`src/rtl/ldr_writeback_queue_if.sv`:
```
// ldr_writeback_queue_if
// Bundles the issue, response, hazard-query and register-file write-port
// signals of the load writeback queue.
//   master : the environment side. It drives issue/flush/response/source regs.
//   slave  : the queue side. It drives stall_full, the write port, pending_cnt
//            and resp_orphan, plus ldr_hazard when LDR_HAZARD_EN is defined.
// Optional macro: LDR_HAZARD_EN (adds ldr_hazard).
interface ldr_writeback_queue_if #(
    parameter int DEPTH  = 4,
    parameter int DATA_W = 32,
    parameter int REG_AW = 4,
    parameter int OPC_W  = 7
);
    localparam int CNT_W = $clog2(DEPTH) + 1;

    logic              issue_valid;
    logic [OPC_W-1:0]  issue_opcode;
    logic [REG_AW-1:0] issue_rd;
    logic              sel_stall;
    logic              flush;
    logic              mem_rvalid;
    logic [DATA_W-1:0] mem_rdata;
    logic [REG_AW-1:0] src_a;
    logic [REG_AW-1:0] src_b;
    logic              stall_full;
    logic              w_en_ldr;
    logic [REG_AW-1:0] w_addr_ldr;
    logic [DATA_W-1:0] w_data_ldr;
    logic [CNT_W-1:0]  pending_cnt;
    logic              resp_orphan;
`ifdef LDR_HAZARD_EN
    logic              ldr_hazard;
`endif

    modport master (
        output issue_valid, issue_opcode, issue_rd, sel_stall, flush,
        output mem_rvalid, mem_rdata, src_a, src_b,
        input  stall_full, w_en_ldr, w_addr_ldr, w_data_ldr, pending_cnt,
`ifdef LDR_HAZARD_EN
        input  ldr_hazard,
`endif
        input  resp_orphan
    );

    modport slave (
        input  issue_valid, issue_opcode, issue_rd, sel_stall, flush,
        input  mem_rvalid, mem_rdata, src_a, src_b,
        output stall_full, w_en_ldr, w_addr_ldr, w_data_ldr, pending_cnt,
`ifdef LDR_HAZARD_EN
        output ldr_hazard,
`endif
        output resp_orphan
    );
endinterface

```
`src/rtl/ldr_writeback_queue.sv`:
```
// ldr_writeback_queue
// Tracks up to DEPTH outstanding loads in issue order. Each in-order memory
// response is paired with the destination register at the head of the queue.
// The register-file load write port is driven one cycle after the response.
// Ports:
//   clk, rst : clock and synchronous active-high reset.
//   bus      : ldr_writeback_queue_if.slave.
//              Inputs:  issue_valid/opcode/rd, sel_stall, flush,
//                       mem_rvalid/rdata, src_a/src_b.
//              Outputs: stall_full, w_en_ldr/w_addr_ldr/w_data_ldr,
//                       pending_cnt, resp_orphan, and ldr_hazard when
//                       the macro is defined.
// Optional macro: LDR_HAZARD_EN. It adds the combinational ldr_hazard
// comparator against src_a/src_b.
module ldr_writeback_queue #(
    parameter int DEPTH  = 4,
    parameter int DATA_W = 32,
    parameter int REG_AW = 4,
    parameter int OPC_W  = 7
) (
    input  logic                  clk,
    input  logic                  rst,
    ldr_writeback_queue_if.slave  bus
);
    localparam int PTR_W = $clog2(DEPTH);
    localparam int CNT_W = PTR_W + 1;

    logic [REG_AW-1:0] rd_mem [DEPTH];
    logic [PTR_W-1:0]  head;
    logic [PTR_W-1:0]  tail;
    logic [CNT_W-1:0]  count;

    logic              wb_vld_p1;
    logic [REG_AW-1:0] wb_addr_p1;
    logic [DATA_W-1:0] wb_data_p1;
    logic              orphan_p1;

    logic is_load;
    logic full;
    logic empty;
    logic push;
    logic pop;

    // ---- stage p0: decode and queue handshake ----
    assign is_load = (bus.issue_opcode[6:4] == 3'b110) ||
                     (bus.issue_opcode[6:3] == 4'b1000);
    assign full    = (count == CNT_W'(DEPTH));
    assign empty   = (count == '0);
    // A full queue refuses a push even when a pop happens in the same cycle.
    // This keeps stall_full purely a function of the registered count.
    assign push    = bus.issue_valid && is_load && !bus.sel_stall && !full && !bus.flush;
    assign pop     = bus.mem_rvalid && !empty && !bus.flush;

    always_ff @(posedge clk) begin
        if (rst) begin
            head  <= '0;
            tail  <= '0;
            count <= '0;
        end else if (bus.flush) begin
            head  <= '0;
            tail  <= '0;
            count <= '0;
        end else begin
            if (push) tail <= tail + 1'b1;
            if (pop)  head <= head + 1'b1;
            case ({push, pop})
                2'b10:   count <= count + 1'b1;
                2'b01:   count <= count - 1'b1;
                default: count <= count;
            endcase
        end
    end

    // Entry storage is not reset. The head/tail/count fields decide which
    // entries are live.
    always_ff @(posedge clk) begin
        if (!rst && push) rd_mem[tail] <= bus.issue_rd;
    end

    // ---- stage p1: register-file write port ----
    always_ff @(posedge clk) begin
        if (rst) begin
            wb_vld_p1  <= 1'b0;
            wb_addr_p1 <= '0;
            wb_data_p1 <= '0;
            orphan_p1  <= 1'b0;
        end else begin
            wb_vld_p1 <= pop;
            orphan_p1 <= bus.mem_rvalid && empty;
            // Address and data hold their last values between writes.
            if (pop) begin
                wb_addr_p1 <= rd_mem[head];
                wb_data_p1 <= bus.mem_rdata;
            end
        end
    end

    assign bus.stall_full  = full;
    assign bus.pending_cnt = count;
    assign bus.w_en_ldr    = wb_vld_p1;
    assign bus.w_addr_ldr  = wb_addr_p1;
    assign bus.w_data_ldr  = wb_data_p1;
    assign bus.resp_orphan = orphan_p1;

`ifdef LDR_HAZARD_EN
    logic             hazard;
    logic [PTR_W-1:0] rel;

    // An entry is live when its distance from head (mod DEPTH) is below count.
    always_comb begin
        hazard = wb_vld_p1 && ((wb_addr_p1 == bus.src_a) || (wb_addr_p1 == bus.src_b));
        rel    = '0;
        for (int i = 0; i < DEPTH; i++) begin
            rel = PTR_W'(i) - head;
            if (({1'b0, rel} < count) &&
                ((rd_mem[i] == bus.src_a) || (rd_mem[i] == bus.src_b)))
                hazard = 1'b1;
        end
    end

    assign bus.ldr_hazard = hazard;
`endif

endmodule

```
`src/flat_wrapper.sv`:
```
// flat-port wrapper written by rule: the top's interface ports become plain ports
module ldr_writeback_queue_flat 
#(
    parameter int DEPTH  = 4,
    parameter int DATA_W = 32,
    parameter int REG_AW = 4,
    parameter int OPC_W  = 7
)
  (clk, rst, bus_issue_valid, bus_issue_opcode, bus_issue_rd, bus_sel_stall, bus_flush, bus_mem_rvalid, bus_mem_rdata, bus_src_a, bus_src_b, bus_stall_full, bus_w_en_ldr, bus_w_addr_ldr, bus_w_data_ldr, bus_pending_cnt, bus_resp_orphan);
  ldr_writeback_queue_if #(.DEPTH(DEPTH), .DATA_W(DATA_W), .REG_AW(REG_AW), .OPC_W(OPC_W)) bus_i ();
  input  logic clk;
  input  logic rst;
  input wire logic [$bits(bus_i.issue_valid)-1:0] bus_issue_valid;
  input wire logic [$bits(bus_i.issue_opcode)-1:0] bus_issue_opcode;
  input wire logic [$bits(bus_i.issue_rd)-1:0] bus_issue_rd;
  input wire logic [$bits(bus_i.sel_stall)-1:0] bus_sel_stall;
  input wire logic [$bits(bus_i.flush)-1:0] bus_flush;
  input wire logic [$bits(bus_i.mem_rvalid)-1:0] bus_mem_rvalid;
  input wire logic [$bits(bus_i.mem_rdata)-1:0] bus_mem_rdata;
  input wire logic [$bits(bus_i.src_a)-1:0] bus_src_a;
  input wire logic [$bits(bus_i.src_b)-1:0] bus_src_b;
  output wire logic [$bits(bus_i.stall_full)-1:0] bus_stall_full;
  output wire logic [$bits(bus_i.w_en_ldr)-1:0] bus_w_en_ldr;
  output wire logic [$bits(bus_i.w_addr_ldr)-1:0] bus_w_addr_ldr;
  output wire logic [$bits(bus_i.w_data_ldr)-1:0] bus_w_data_ldr;
  output wire logic [$bits(bus_i.pending_cnt)-1:0] bus_pending_cnt;
  output wire logic [$bits(bus_i.resp_orphan)-1:0] bus_resp_orphan;
  assign bus_i.issue_valid = bus_issue_valid;
  assign bus_i.issue_opcode = bus_issue_opcode;
  assign bus_i.issue_rd = bus_issue_rd;
  assign bus_i.sel_stall = bus_sel_stall;
  assign bus_i.flush = bus_flush;
  assign bus_i.mem_rvalid = bus_mem_rvalid;
  assign bus_i.mem_rdata = bus_mem_rdata;
  assign bus_i.src_a = bus_src_a;
  assign bus_i.src_b = bus_src_b;
  assign bus_stall_full = bus_i.stall_full;
  assign bus_w_en_ldr = bus_i.w_en_ldr;
  assign bus_w_addr_ldr = bus_i.w_addr_ldr;
  assign bus_w_data_ldr = bus_i.w_data_ldr;
  assign bus_pending_cnt = bus_i.pending_cnt;
  assign bus_resp_orphan = bus_i.resp_orphan;
  ldr_writeback_queue #(.DEPTH(DEPTH), .DATA_W(DATA_W), .REG_AW(REG_AW), .OPC_W(OPC_W)) u_core (.clk(clk), .rst(rst), .bus(bus_i));
endmodule
```
`config.mk`:
```
export PLATFORM = sky130hd
export DESIGN_NAME = ldr_writeback_queue_flat
export DESIGN_NICKNAME = d
export VERILOG_FILES = /design/src/rtl/ldr_writeback_queue_if.sv /design/src/rtl/ldr_writeback_queue.sv /design/src/flat_wrapper.sv
export SDC_FILE = /design/constraint.sdc
export NUM_CORES = 1
export LEC_CHECK = 0
export CAP_MARGIN = 20
export CELL_PAD_IN_SITES_DETAIL_PLACEMENT = 1
export CELL_PAD_IN_SITES_GLOBAL_PLACEMENT = 1
export CORE_ASPECT_RATIO = 0.75
export CORE_MARGIN = 2
export CORE_UTILIZATION = 35
export DETAILED_ROUTE_END_ITERATION = 8
export PLACE_DENSITY = 0.95
export SYNTH_ARGS = -nofsm -noshare
export SYNTH_HDL_FRONTEND = slang
export SYNTH_SLANG_ARGS = --single-unit
```
`constraint.sdc`:
```
create_clock -name clk -period 4 [get_ports clk]
set_input_delay 0.8 -clock clk [delete_from_list [all_inputs] [get_ports clk]]
set_output_delay 0.8 -clock clk [all_outputs]
set_load 0.005 [all_outputs]
```
Yosys cells after proc, flatten, opt, wreduce, memory -nomap -nowiden
Memory sizes are Yosys's and may differ from the RTL's. A register that Yosys moved wholly into a read port is not among the register bits. Cells that the tools add are included.

Flip-flop bits (word level): 41. Memory bits (writable): 16. Input bits: 57. Output and inout bits: 42. Memories: 1.

Add/sub/neg operators: 4. Equal/unequal tests: 5. Mux-type cells: 3. Reductions and logical operators: 17.

Memories: u_core.rd_mem (words 4, bits a word 4, read ports 1, clocked after memory_dff 1, wr ports 1, RTL line ldr_writeback_queue.sv:28) `logic [REG_AW-1:0] rd_mem [DEPTH];`.

Operators by type and width (count): 1-bit logical AND (8); 3-bit equality test (second input constant) (2); 3-bit case mux with 2 select lines (1); 1-bit logical NOT (5); 2-bit by 1-bit adder with 2-bit output (second input constant) (2); 4-bit equality test (second input constant) (1); 3-bit by 1-bit adder with 3-bit output (second input constant) (1); 3-bit logical NOT (1); 3-bit by 1-bit subtractor with 3-bit output (second input constant) (1); 2-bit by 1-bit equality test with 1-bit output (second input constant) (1); 2-bit equality test (second input constant) (1); 1-bit 2-to-1 mux (2); 2-bit nonzero test (1); 2-bit OR reduction (1); 1-bit logical OR (1).

Logic depth before layout (Yosys ltp)
Gate-level depths: netlist of the first run.

Depth in word-level cells: 9. Gate-level depth with buffers: 9. Depth with buffers taken out: 9.

Least setup slack after synthesis of the first run
Ideal clock, no wire load.

Path type: input -> register. Start point: input port bus_sel_stall. End point: register u_core.count[2] (netlist: u_core.bus.pending_cnt[2]). Setup time: 70 ps. Arrival: 2327 ps. Data required time: 3930 ps. Setup slack: 1603 ps. Stages on the path: 9. Buffers on the path: 0. Cells stage by stage: nand3b_1 > nor4b_4 > inv_1 > ha_1 > inv_1 > fa_1 > xor2_1 > or3_1 > a21oi_1.

Longest elaborated chain between the ends: 6. Elaborated cells between the ends (all ways): 8.

RTL lines: from (decl) (RTL line flat_wrapper.sv:16) `input wire logic [$bits(bus_i.sel_stall)-1:0] bus_sel_stall;`; 1-bit logical NOT * (RTL line ldr_writeback_queue.sv:51) `assign push = bus.issue_valid && is_load && !bus.sel_stall && !full && !bus.flush;`; 1-bit logical AND * (3 in series) (RTL line ldr_writeback_queue.sv:51); 2-bit by 1-bit equality test with 1-bit output / 2-bit equality test (equally long branches) (RTL line ldr_writeback_queue.sv:66) `case ({push, pop})`; 3-bit case mux with 2 select lines / 2-bit nonzero test (equally long branches); to (signal assigned) (RTL line ldr_writeback_queue.sv:67) `2'b10: count <= count + 1'b1;`; to (signal assigned) (RTL line ldr_writeback_queue.sv:68) `2'b01: count <= count - 1'b1;`; to (signal assigned) (RTL line ldr_writeback_queue.sv:69) `default: count <= count;`; to (decl) (RTL line ldr_writeback_queue.sv:31) `logic [CNT_W-1:0] count;`.

Mark *: on every way between the ends. The rest lies on a longest branch, timed or not. A chain may end at the register's enable or synchronous reset.

Worst setup path in the final report of the first run
Start point: input port bus_flush. End point: register u_core.count[2] (netlist: u_core.bus.pending_cnt[2]).

Longest elaborated chain between the ends: 4. Elaborated cells between the ends (all ways): 8.

RTL lines: from (decl) (RTL line flat_wrapper.sv:17) `input wire logic [$bits(bus_i.flush)-1:0] bus_flush;`; 1-bit logical NOT (RTL line ldr_writeback_queue.sv:51, ldr_writeback_queue.sv:52); 1-bit logical AND, on equally long branches (RTL line ldr_writeback_queue.sv:52, ldr_writeback_queue.sv:51); 2-bit by 1-bit equality test with 1-bit output / 2-bit equality test (equally long branches) (RTL line ldr_writeback_queue.sv:66); 3-bit case mux with 2 select lines / 2-bit nonzero test (equally long branches).

Parallel ways exist; a longest one is shown, timed or not.

==> results of run 1 <==
-- power by group --
group / internal, mW / total (mW) / switching (mW)
Combinational: 0.0450 / 0.0811 / 0.0361
Clock: 0.308 / 0.566 / 0.257
Sequential: 0.633 / 0.634 / 0.000845
Total: 0.987 / 1.28 / 0.294
-- metrics by stage --
| stage | total power, mW | std cells | utilization | hold slack [ns] | setup slack (ns) |
|---|---|---|---|---|---|
| floorplan | 0.672 | 247 | - | 0.468 | 1.60 |
| global placement | 0.727 | 414 | 0.499 | 0.460 | 0.950 |
| detailed placement | 0.729 | 414 | 0.499 | 0.473 | 0.808 |
| CTS | 1.29 | 430 | 0.529 | 0.480 | 1.19 |
| global route | 1.33 | 430 | 0.529 | 0.509 | 1.08 |
| finish | 1.28 | 430 | 0.529 | 0.475 | 1.19 |
-- cell usage after synthesis, drive strengths merged --
library cell / instances
dfxtp: 45
a21oi: 39
o21ai: 38
nand3: 36
edfxtp: 16
buf: 13
inv: 9
clkbuf: 8
nor2: 7
ha: 5
nand2: 5
nor4b: 5
mux4: 4
mux2i: 2
nor3: 2
or3: 2
xor2: 2
and3: 1
fa: 1
nand3b: 1
nor2b: 1
nor3b: 1
o31a: 1
o31ai: 1
or4: 1
xnor2: 1
-- layout make-up --
class / count / area (µm²) / area share
inverter: 9 / 33.8 / 0.00925
sequential: 61 / 1380 / 0.378
timing repair buffer: 90 / 888 / 0.243
tap: 98 / 123 / 0.0336
clock buffer: 10 / 138 / 0.0377
multi-input combinational: 156 / 1020 / 0.278
clock inverter: 6 / 71.3 / 0.0195
-- cell families (layout without fill, tap and decap cells) --
family	after synthesis	count (layout)	synth area share
AO/OA/AOI/OAI	79	79	0.161
AND/OR/NAND/NOR	62	62	0.151
multiplexers	6	6	0.0435
flip-flops	61	61	0.546
XOR/XNOR	3	3	0.0104
adder cells (fa/ha/maj)	6	6	0.0326
buffers and inverters	30	115	0.0559
-- registers in the layout (all words and copies together), names as in the netlist --
name,flops
u_core.bus.pending_cnt,3
u_core.bus.resp_orphan,1
u_core.bus.w_addr_ldr,4
u_core.bus.w_data_ldr,32
u_core.bus.w_en_ldr,1
u_core.head,2
u_core.rd_mem,16
u_core.tail,2
-- metal layers --
layer | up-vias | wire length (µm) | GRT usage
met5 | - | 0 | 0
met4 | 0 | 77 | 0.0520
met3 | 9 | 404 | 0.0712
met2 | 67 | 3670 | 0.329
met1 | 1084 | 3060 | 0.216
li1 | 1048 | - | -
-- worst min-delay path: stages (launching register included) --
cell and delay, ns:
dfxtp_1 0.30, o21ai_0 0.06, a21oi_1 0.06
-- worst paths after layout --
path	end	slack [ns]	cells after the start
setup / recovery	u_core.bus.pending_cnt[2]	1.19	10
hold / removal	u_core.bus.w_addr_ldr[1]	0.48	2
setup reg to reg	u_core.bus.pending_cnt[2]	1.46	9
hold reg to reg	u_core.bus.w_addr_ldr[1]	0.48	2
==> flow_summary.toml, run 1 <==
[status]
status = "complete, no violations"

[route]
routed-via-count = 2208
drt_wl_total_um = 7220
drtIter0Drc = 89
wl_per_cell_um = 16.8
ant_nets = 0
drt-pass1-iter-count = 4
vias_per_cell = 5.13
post-route-drc-count = 0

[yosys]
synth_top_area_share = 0.356
synth_cell_types = 32
yosys.area.top_type = "dfxtp_1"
synth.top_cells.by_area = "dfxtp_1 (36%), edfxtp_1 (19%), a21oi_1 (7.7%), nand3_1 (7.1%), o21ai_0 (6.1%)"
ys_ff_latch = 61
syn-instance-count = 247
syn_nets = 310
synth_seq_area_share = 0.546
synth_warnings = 0
syn_area_um2 = 2530
syn-mean-instance-area_um2 = 10.2

[floorplan]
pin_count = 99
die_height_um = 77.6
dieArea_um2 = 7930
die_w_um = 102
initial_core_util = 0.367
core_um2 = 6900
num_rows = 26

[clocking]
cts.clk_slew.worst_paths_ns = 0.07
cts_setup_buffers = 0
cts_made_buffers = 9
htree_levels = 3
holdBufCountCts = 0
cts_root_buf = "clkbuf_8"
clkSinkCount = 61
cts-resized-gates = 0
clkLatencyLatePin_ns = 0.34
cts_max_path_buffers = 2
cts_tree = "yes"

[placed_design]
place.port_buffers = 87
dp_hpwl_um = 4830
gp_congestion = 0.778
dpl_cell_area_um2 = 3440

[final_layout]
most-common-layout-cells = "clkdlybuf4s50_1 (86), dfxtp_1 (45), a21oi_1 (39)"
mostFrequentLayoutCell = "clkdlybuf4s50_1"
syn_to_final_growth_pct = 44.3
fill_cells = 779
postLayoutCellArea_um2 = 3650
drive_gt1_frac = 0.0994
layout.nets = 390
num_antenna_cells = 0

[setup_path]
cp.required_ns = 4.27
critPathBufInv = 3
cp_max_fo = 9
cpPeakStageDelay_ns = 0.68
r2r_start = "u_core.bus.pending_cnt[2]"
cp_top_family = "buffers and inverters"
cp-end-kind = "register"
crit_type = "primary input to register"
slowest_stage = "clkdlybuf4s50_1"
path_cells = "clkdlybuf4s50_1, nor2_1, nor4b_4, inv_1, ha_1, inv_1, fa_1, xor2_1, or3_1, a21oi_1"
crit_path_start_kind = "primary input"
worstSetupStartpoint = "bus_flush"
arrival_ns = 3.09
crit_top_cell = "inv_1"

[global_route]
grt_antenna_before_repair = 0
grt_pass1_wl_um = 11400
grtUsageTotal = 0.189
grt_overflow = 0
grt_pass1_vias = 2238
grt_start_max_net_pins = 44

[power_and_ir_drop]
power_per_cell_area_nw_per_um2 = 351
cellLeakagePower_nw = 1.14
ir_worst_vdd_mv = 0.206

[sta]
rsz0062_at_grt = "no"
finalClockSkew_ns = 0.00754
finalMaxSlewViolations = 0
post-route-period-util = 0.703
period_needed_ns = 2.81
slew_headroom = 0.407
final_hold_viol_count = 0
tightest_slew_ns = 0.890
fmax_mhz = 355
setup_viol = 0
tns_ns = 0

[min_path]
hp-class = "register to register"
worstHoldStart = "u_core.bus.w_addr_ldr[1]"

[flow_run]
maxCapViolations = 0
(Power assumes the default switching activity.)
==> run 2: changes to the inputs <==
Settings changed: CORE_UTILIZATION 35 to 32, PLACE_DENSITY 0.95 to 0.9.
Clock period 4 ns to 2.85 ns, I/O delays scaled along.
==> run 2 against run 1 <==
  * Hold slack got worse by 0.0012 ns
  * Utilization decreased by 5.3 points
  * Clock power is 35% higher
  * Critical path type unchanged
==> flow_summary.toml, run 2 (synthesis results as in run 1) <==
[status]
status = "complete, no violations"

[setup_path]
r2r_start = "u_core.bus.pending_cnt[2]"
cp_max_fo = 2
crit_type = "primary input to register"
regToRegSetupSlack_ns = 0.58
cp-end-kind = "register"
crit_path_start_kind = "primary input"
cp.required_ns = 3.11
reg2reg_depth = 9
arrival_ns = 2.72
reg2reg_to = "u_core.bus.pending_cnt[2]"

[sta]
period_needed_ns = 2.46
tightest_slew_ns = 0.884
rsz0062_at_grt = "no"
slew_headroom = 0.410
fin_hold_ws_ns = 0.474
finalMaxSlewViolations = 0
post-route-period-util = 0.864
tns_ns = 0
fmax_mhz = 406
finalClockSkew_ns = 0.00757
setup_viol = 0
final_hold_viol_count = 0

[floorplan]
die_height_um = 81.0
num_rows = 28
pin_count = 99
initial_core_util = 0.325
core_um2 = 7780
die_w_um = 107
dieArea_um2 = 8640

[final_layout]
most-common-layout-cells = "clkdlybuf4s50_1 (86), dfxtp_1 (45), a21oi_1 (39)"
syn_to_final_growth_pct = 46.4
largest_register_ff_count = 32
num_antenna_cells = 0
drive_gt1_frac = 0.118
mostFrequentLayoutCell = "clkdlybuf4s50_1"
layout.nets = 397

[clocking]
cts_root_buf = "clkbuf_8"
clkLatencyLatePin_ns = 0.34
cts-resized-gates = 0
cts_tree = "yes"
cts_made_buffers = 9
cts.clk_slew.worst_paths_ns = 0.07
holdBufCountCts = 0
cts_max_path_buffers = 2
htree_levels = 3
cts_setup_buffers = 0
clkSinkCount = 61

[route]
post-route-drc-count = 0
wl_per_cell_um = 16.3
vias_per_cell = 4.95
drtIter0Drc = 98
drt-pass1-iter-count = 6
ant_nets = 0
drt_wl_total_um = 7250
routed-via-count = 2200

[min_path]
hp-class = "register to register"
hold_end = "u_core.bus.w_data_ldr[31]"
worstHoldStart = "u_core.bus.w_data_ldr[31]"
hold_path_depth = 2

[placed_design]
dp_hpwl_um = 4930
gp_congestion = 0.768
place.port_buffers = 87

[global_route]
grt_pass1_vias = 2285
grt_antenna_before_repair = 0
grt_overflow = 0
grt_pass1_wl_um = 11600
grt_start_max_net_pins = 44
grtUsageTotal = 0.176

[power_and_ir_drop]
cellLeakagePower_nw = 1.18
power_mw = 1.77
power_per_cell_area_nw_per_um2 = 478
ir_worst_vdd_mv = 0.189

[flow_run]
maxCapViolations = 0
[run 2: cell types whose count changed in the layout (fill, tap and decap cells not counted), sizes merged]
cell / previous run / this run
buf: 4 / 11
clkinv: 2 / 4
inv: 10 / 9
clkbuf: 10 / 9
[run 2: how the worst max path moves through the flow]
stage                         startpoint                        end  slack, ns
2_1_floorplan  u_core.bus.pending_cnt[2]  u_core.bus.pending_cnt[2]       0.63
3_3_place_gp         bus_issue_opcode[3]  u_core.bus.pending_cnt[2]       0.12
3_5_place_dp         bus_issue_opcode[3]  u_core.bus.pending_cnt[2]       0.04
4_1_cts              bus_issue_opcode[3]  u_core.bus.pending_cnt[2]       0.40
5_1_grt              bus_issue_opcode[3]  u_core.bus.pending_cnt[2]       0.28
6_report             bus_issue_opcode[3]  u_core.bus.pending_cnt[2]       0.39
[run 2: where the power goes]
group / internal (mW) / switching, mW / leakage (nW)
registers: 0.889 / 0.00121 / 0.506
clock network: 0.406 / 0.359 / 0.0954
logic: 0.0644 / 0.0508 / 0.574
[run 2: through the flow]
| stage | setup WS, ns | cell area (µm²) | utilization | std cells |
|---|---|---|---|---|
| 2_1_floorplan | 0.631 | 2530 | - | 247 |
| 3_3_place_gp | 0.118 | 3500 | 0.450 | 428 |
| 3_5_place_dp | 0.0357 | 3500 | 0.450 | 428 |
| 4_1_cts | 0.405 | 3700 | 0.476 | 444 |
| 5_1_grt | 0.277 | 3700 | 0.476 | 444 |
| 6_report | 0.387 | 3700 | 0.476 | 444 |
[run 2: metal layers]
layer	up-vias	GRT usage	part of all wire
met1	1053	0.211	0.45
met5	-	0	0
li1	1062	-	-
met4	0	0.0545	0.013
met3	11	0.0530	0.053
met2	74	0.306	0.48
[run 2: critical path: stages]
cell and delay [ns]:
clkdlybuf4s50_1 0.45, nor2b_1 0.30, nor4b_4 0.08, inv_1 0.07, ha_1 0.17, inv_1 0.06, fa_1 0.37, xor2_1 0.17
or3_1 0.32, a21oi_1 0.16
[run 2: area by class of cell]
cell class                      instances  area [µm²]
Fill cell                             879        4070
Sequential cell                        61        1380
Multi-Input combinational cell        156        1020
Timing Repair Buffer                   97         941
Tap cell                              105         131
Clock buffer                            9         124
Clock inverter                          7        76.3
Inverter                                9        33.8
